--- src/rtl/fetch_sequencer.sv ---
// Instruction fetch and program-counter sequencer.
// Fetches 32-bit words over a req/valid handshake, holds the current word in
// an instruction register while it executes, and resolves the next PC from the
// control unit's pcControl code and the ALU compare flags.
module fetch_sequencer #(
   parameter int                ADDR_W        = 16,
   parameter logic [ADDR_W-1:0] RESET_PC      = '0,
   parameter int                FETCH_TIMEOUT = 255
) (
   input  logic              clock,
   input  logic              reset_n,
   output logic              imem_req,
   output logic [ADDR_W-1:0] imem_addr,
   input  logic              imem_valid,
   input  logic [31:0]       imem_data,
   output logic [31:0]       instruction,
   output logic              instr_valid,
   input  logic [3:0]        pcControl,
   input  logic [20:0]       target,
   input  logic              flag_eq,
   input  logic              flag_below,
   input  logic              flag_above,
   input  logic              flag_zero,
   input  logic              stall,
   input  logic              resume,
   output logic [ADDR_W-1:0] pc,
   output logic              halted,
   output logic              fault
);

   // Counter only needs to reach FETCH_TIMEOUT; a zero timeout keeps a 1-bit stub.
   localparam int CNT_W = (FETCH_TIMEOUT > 1) ? $clog2(FETCH_TIMEOUT + 1) : 1;
   localparam logic [CNT_W-1:0] TIMEOUT_C = CNT_W'(FETCH_TIMEOUT);

   localparam logic [3:0] PC_HLT = 4'd10;

   typedef enum logic [2:0] {
      S_IDLE,
      S_FETCH,
      S_EXEC,
      S_HALT,
      S_FAULT
   } state_t;

   state_t            state_reg, state_next;
   logic [ADDR_W-1:0] pc_reg, pc_next;
   logic [31:0]       instr_reg, instr_next;
   logic [CNT_W-1:0]  wait_cnt_reg, wait_cnt_next;
   logic              fault_reg, fault_next;

   logic [ADDR_W-1:0] pc_inc;
   logic [ADDR_W-1:0] jump_tgt;
   logic              taken;
   logic              unused_target_bits;

   // Sequential address wraps naturally at 2^ADDR_W; jump target is truncated
   // or zero-extended to the address width.
   assign pc_inc   = pc_reg + ADDR_W'(1);
   assign jump_tgt = ADDR_W'(target);
   // Target bits above the address space are intentionally dropped.
   assign unused_target_bits = ^target;

   // Branch condition decode for the current pcControl code.
   always_comb begin
      taken = 1'b0;
      case (pcControl)
         4'd1:    taken = flag_eq;
         4'd2:    taken = flag_below;
         4'd3:    taken = flag_above;
         4'd4:    taken = !flag_eq;
         4'd5:    taken = flag_below | flag_eq;
         4'd6:    taken = flag_above | flag_eq;
         4'd7:    taken = !flag_zero;
         4'd8:    taken = flag_zero;
         4'd9:    taken = 1'b1;
         default: taken = 1'b0;
      endcase
   end

   // Next-state logic: fetch handshake, timeout, PC selection, halt/resume.
   always_comb begin
      state_next    = state_reg;
      pc_next       = pc_reg;
      instr_next    = instr_reg;
      wait_cnt_next = wait_cnt_reg;
      fault_next    = fault_reg;
      case (state_reg)
         S_IDLE: begin
            wait_cnt_next = '0;
            state_next    = S_FETCH;
         end
         S_FETCH: begin
            if (imem_valid) begin
               instr_next    = imem_data;
               wait_cnt_next = '0;
               state_next    = S_EXEC;
            end else if (FETCH_TIMEOUT != 0) begin
               if (wait_cnt_reg + CNT_W'(1) == TIMEOUT_C) begin
                  fault_next = 1'b1;
                  state_next = S_FAULT;
               end else begin
                  wait_cnt_next = wait_cnt_reg + CNT_W'(1);
               end
            end
         end
         S_EXEC: begin
            // A stalled EXEC samples nothing, so a pending HLT waits for stall to drop.
            if (!stall) begin
               if (pcControl == PC_HLT) begin
                  state_next = S_HALT;
               end else begin
                  pc_next       = taken ? jump_tgt : pc_inc;
                  wait_cnt_next = '0;
                  state_next    = S_FETCH;
               end
            end
         end
         S_HALT: begin
            if (resume) begin
               pc_next       = pc_inc;
               wait_cnt_next = '0;
               state_next    = S_FETCH;
            end
         end
         S_FAULT: begin
            state_next = S_FAULT;
         end
         default: begin
            state_next = S_IDLE;
         end
      endcase
   end

   // State register; synchronous active-low reset aborts any fetch in flight.
   always_ff @(posedge clock) begin
      if (!reset_n) begin
         state_reg    <= S_IDLE;
         pc_reg       <= RESET_PC;
         instr_reg    <= 32'h0;
         wait_cnt_reg <= '0;
         fault_reg    <= 1'b0;
      end else begin
         state_reg    <= state_next;
         pc_reg       <= pc_next;
         instr_reg    <= instr_next;
         wait_cnt_reg <= wait_cnt_next;
         fault_reg    <= fault_next;
      end
   end

   assign imem_req    = (state_reg == S_FETCH);
   assign imem_addr   = pc_reg;
   assign instruction = instr_reg;
   assign instr_valid = (state_reg == S_EXEC);
   assign pc          = pc_reg;
   assign halted      = (state_reg == S_HALT);
   assign fault       = fault_reg;

endmodule

--- config.mk ---
export PLATFORM = sky130hd
export DESIGN_NAME = fetch_sequencer
export DESIGN_NICKNAME = d
export VERILOG_FILES = /design/src/rtl/fetch_sequencer.sv
export SDC_FILE = /design/constraint.sdc
export NUM_CORES = 1
export LEC_CHECK = 0
export CAP_MARGIN = 15
export CELL_PAD_IN_SITES_DETAIL_PLACEMENT = 0
export CELL_PAD_IN_SITES_GLOBAL_PLACEMENT = 1
export CORE_UTILIZATION = 27
export CTS_BUF_LIST = sky130_fd_sc_hd__clkbuf_4 sky130_fd_sc_hd__clkbuf_8 sky130_fd_sc_hd__clkbuf_16
export CTS_CLUSTER_DIAMETER = 100
export CTS_CLUSTER_SIZE = 8
export DETAILED_ROUTE_END_ITERATION = 10
export GPL_ROUTABILITY_DRIVEN = 0
export PLACE_DENSITY = 0.87
export SLEW_MARGIN = 40
export SYNTH_ARGS = -nofsm -noshare
export SYNTH_HDL_FRONTEND = slang
export SYNTH_SLANG_ARGS = --single-unit
--- constraint.sdc ---
create_clock -name clock -period 2.2 [get_ports clock]
set_input_delay 0.44 -clock clock [delete_from_list [all_inputs] [get_ports clock]]
set_output_delay 0.44 -clock clock [all_outputs]
set_load 0.005 [all_outputs]
==> impl_metrics.yaml <==
floorplanning:
  die_h_um: 109
  start_util_pct: 28.3
  die-area_um2: 12000
  rows: 38
  core_um2: 11000
  die_w_um: 109
  pin_count: 134
critical_path:
  end_kind: "register"
  regToRegSetupSlack_ps: 170
  cp.required_ps: 2420
  crit_slowest_cell: "a221o_1"
  path_class: "in2reg"
  path_cells: "clkdlybuf4s15_1 > mux2_4 > a221o_1 > a32oi_4 > buf_6 > buf_16 > mux2_4 > o221a_4"
  path_max_fanout: 5
  crit_arrival_ps: 2370
  crit_top_cell: "mux2_4"
  crit_path_start_kind: "input port"
  max_stage_delay_ps: 370
synth:
  synth.avg_cell_area_um2: 8.12
  synth-edff-count: 0
  async_reset_ff_share_pct: 0
  syn-num-nets: 453
  yosys_warnings: 0
  yosys.area.top_type_share_pct: 38.5
  yosys.area.top_type: "dfxtp_1"
  synth_area_um2: 3120
  syn_inst: 384
  synth_cell_types: 59
  synth_top_flop_cell: "dfxtp_1"
  synthTopCellsByArea: "dfxtp_1 (39%), nand2_1 (9.6%), a21oi_1 (7.2%), buf_4 (4.3%), mux2_2 (2.9%)"
  seq_area_frac_synth_pct: 38.5
  synth-seq-cells: 60
placement:
  dp_hpwl_um: 6510
  portBuffers: 128
  dp_cells: 646
  place_ws_ps: -635
  place_area_um2: 4670
clocking:
  clk_latency_ps: 330
  cts_hold_buf: 0
  htreeDepth: 3
  cts_buffers: 9
  cts_tree: "yes"
  cts_sinks: 60
  path_clk_slew_ps: 60
  cts_buffer_depth: 2
  clock-root-buffer: "clkbuf_16"
power:
  combinationalPowerShare_pct: 19.8
  pwr-share-clk_pct: 43.9
  ir_drop_uv: 291
  switching_share_pct: 24.8
  powerDensity_nw_per_um2: 640
  leakage_nw: 1.87
  p_seq_share_pct: 36.3
  p_switching_mw: 0.811
  power.internal_mw: 2.46
final_layout:
  area_growth_pct: 63.9
  fin_nets: 593
  final_cells: 669
  fill_cells: 1082
  final_cell_mix: "clkdlybuf4s50_1 (120), nand2_1 (80), dfxtp_1 (58)"
  antennaDiodeCount: 0
  multiInputGateArea_um2: 1740
  layout_commonest_cell: "clkdlybuf4s50_1"
  largest_reg_flops: 32
  final_layout_size_suffix_gt1_share_pct: 17.2
  final_area_um2: 5110
  seq_area_um2: 1200
global_route:
  grt-ovfl-total: 0
  track_usage_pct: 15.3
  grt_max_degree: 45
  antenna_found_initial: 1
  grt_pass1_vias: 3148
  grt_pass1_wl_um: 14400
route:
  drt_first_pass_iters: 4
  routed_wl_um: 9300
  drc: 0
  vias: 3324
  wire_per_inst_um: 13.9
  ant_nets: 0
  vias_per_cell: 4.97
  drtIter0Drc: 139
worst_hold_path:
  hold_path.class: "reg2reg"
sta:
  maxSlewViolCount: 0
  setup_ws_ps: 47.2
  setup_viol: 0
  period_share_pct: 97.9
  hold_viol_final: 0
  setup_tns_ps: 0
  worst_pin_slew_ps: 494
  fin_skew_ps: 11.1
  rsz0062_at_grt: "no"
  min_period_ps: 2150
  relSlewSlack_pct: 67.1
  hold-worst-slack_ps: 450
  timing.fmax_ghz: 0.465
run_status:
  status: "complete, no violations"
run:
  maxCapViolations: 0
-- synth_stat cells (all sizes together) (2+ instances only) --
master  count
nand2      80
dfxtp      60
a21oi      45
buf        21
clkbuf     18
nand3      17
nor2       16
inv        11
o21ai      11
mux2        9
o221a       8
nor3        7
nand4       6
a21o        4
and2        4
mux2i       4
nand3b      4
nor4        4
a211oi      3
a31oi       3
ha          3
nor2b       3
or4b        3
a211o       2
a221oi      2
a32o        2
and3        2
and3b       2
and4b       2
nand2b      2
nor3b       2
o221ai      2
or3         2
-- layer usage --
metal	GRT usage, %	share of wire [%]	wire, um	up-vias
li1	-	-	-	1643
met1	18.6	43	3960	1549
met2	25.8	50	4640	112
met3	4.09	6.0	557	18
met4	5.71	1.4	129	2
met5	0	0.13	12	-
-- critical path, delay by kind of cell --
kind	cells	cell delay [ps]
AOI/OAI and AO/OA	3	870
muxes	2	570
buffers and inverters	3	500
-- worst paths after layout --
path,from,endpoint,cells after the start
worst min register to register,instruction[10],instruction[10],2
worst max register to register,state_reg[0],imem_addr[9],8
worst max-delay path,flag_above,imem_addr[9],8
worst min-delay path,instruction[10],instruction[10],2
-- stage by stage --
stage / util, % / total power, mW
after floorplan: - / 1.48
after global placement: 42.4 / 1.80
after detailed placement: 42.4 / 1.82
after CTS: 46.5 / 3.32
after global routing: 46.4 / 3.43
final: 46.4 / 3.27
-- cells by family (layout without fill, tap and decap cells) --
kind of cell / after synthesis / in the layout / share of synthesized area [%]
flip-flops: 60 / 60 / 38.5
AO/OA/AOI/OAI: 97 / 97 / 22.1
multiplexers: 13 / 13 / 4.65
AND/OR/NAND/NOR: 161 / 161 / 25.0
buffers and inverters: 50 / 195 / 8.50
adder cells (fa/ha/maj): 3 / 3 / 1.20
-- area by class of cell --
class                   count  share of cell area, %
multi-input cells         274                   34.0
repair buffers            168                   32.1
flip-flops and latches     60                   23.5
clock buffers              11                   4.94
well taps                 140                   3.43
clock inverters             5                   1.15
inverters                  11                  0.807
-- what timing repair did --
action,in CTS,in global routing
setup buffers,6,0
gates resized for setup,21,11
endpoints found under the setup margin,18,12
pin swaps,3,5
gates cloned,2,0
-- power groups by stage --
| stage | Sequential (mW) | Clock, mW | Combinational [mW] |
|---|---|---|---|
| 6_report | 1.19 | 1.44 | 0.647 |
| 5_1_grt | 1.20 | 1.53 | 0.701 |
| 4_1_cts | 1.19 | 1.48 | 0.658 |
| 3_5_place_dp | 1.21 | 0 | 0.607 |
| 3_3_place_gp | 1.21 | 0 | 0.598 |
| 2_1_floorplan | 1.21 | 0 | 0.270 |
Note: power is estimated with default switching activity, not from simulation.
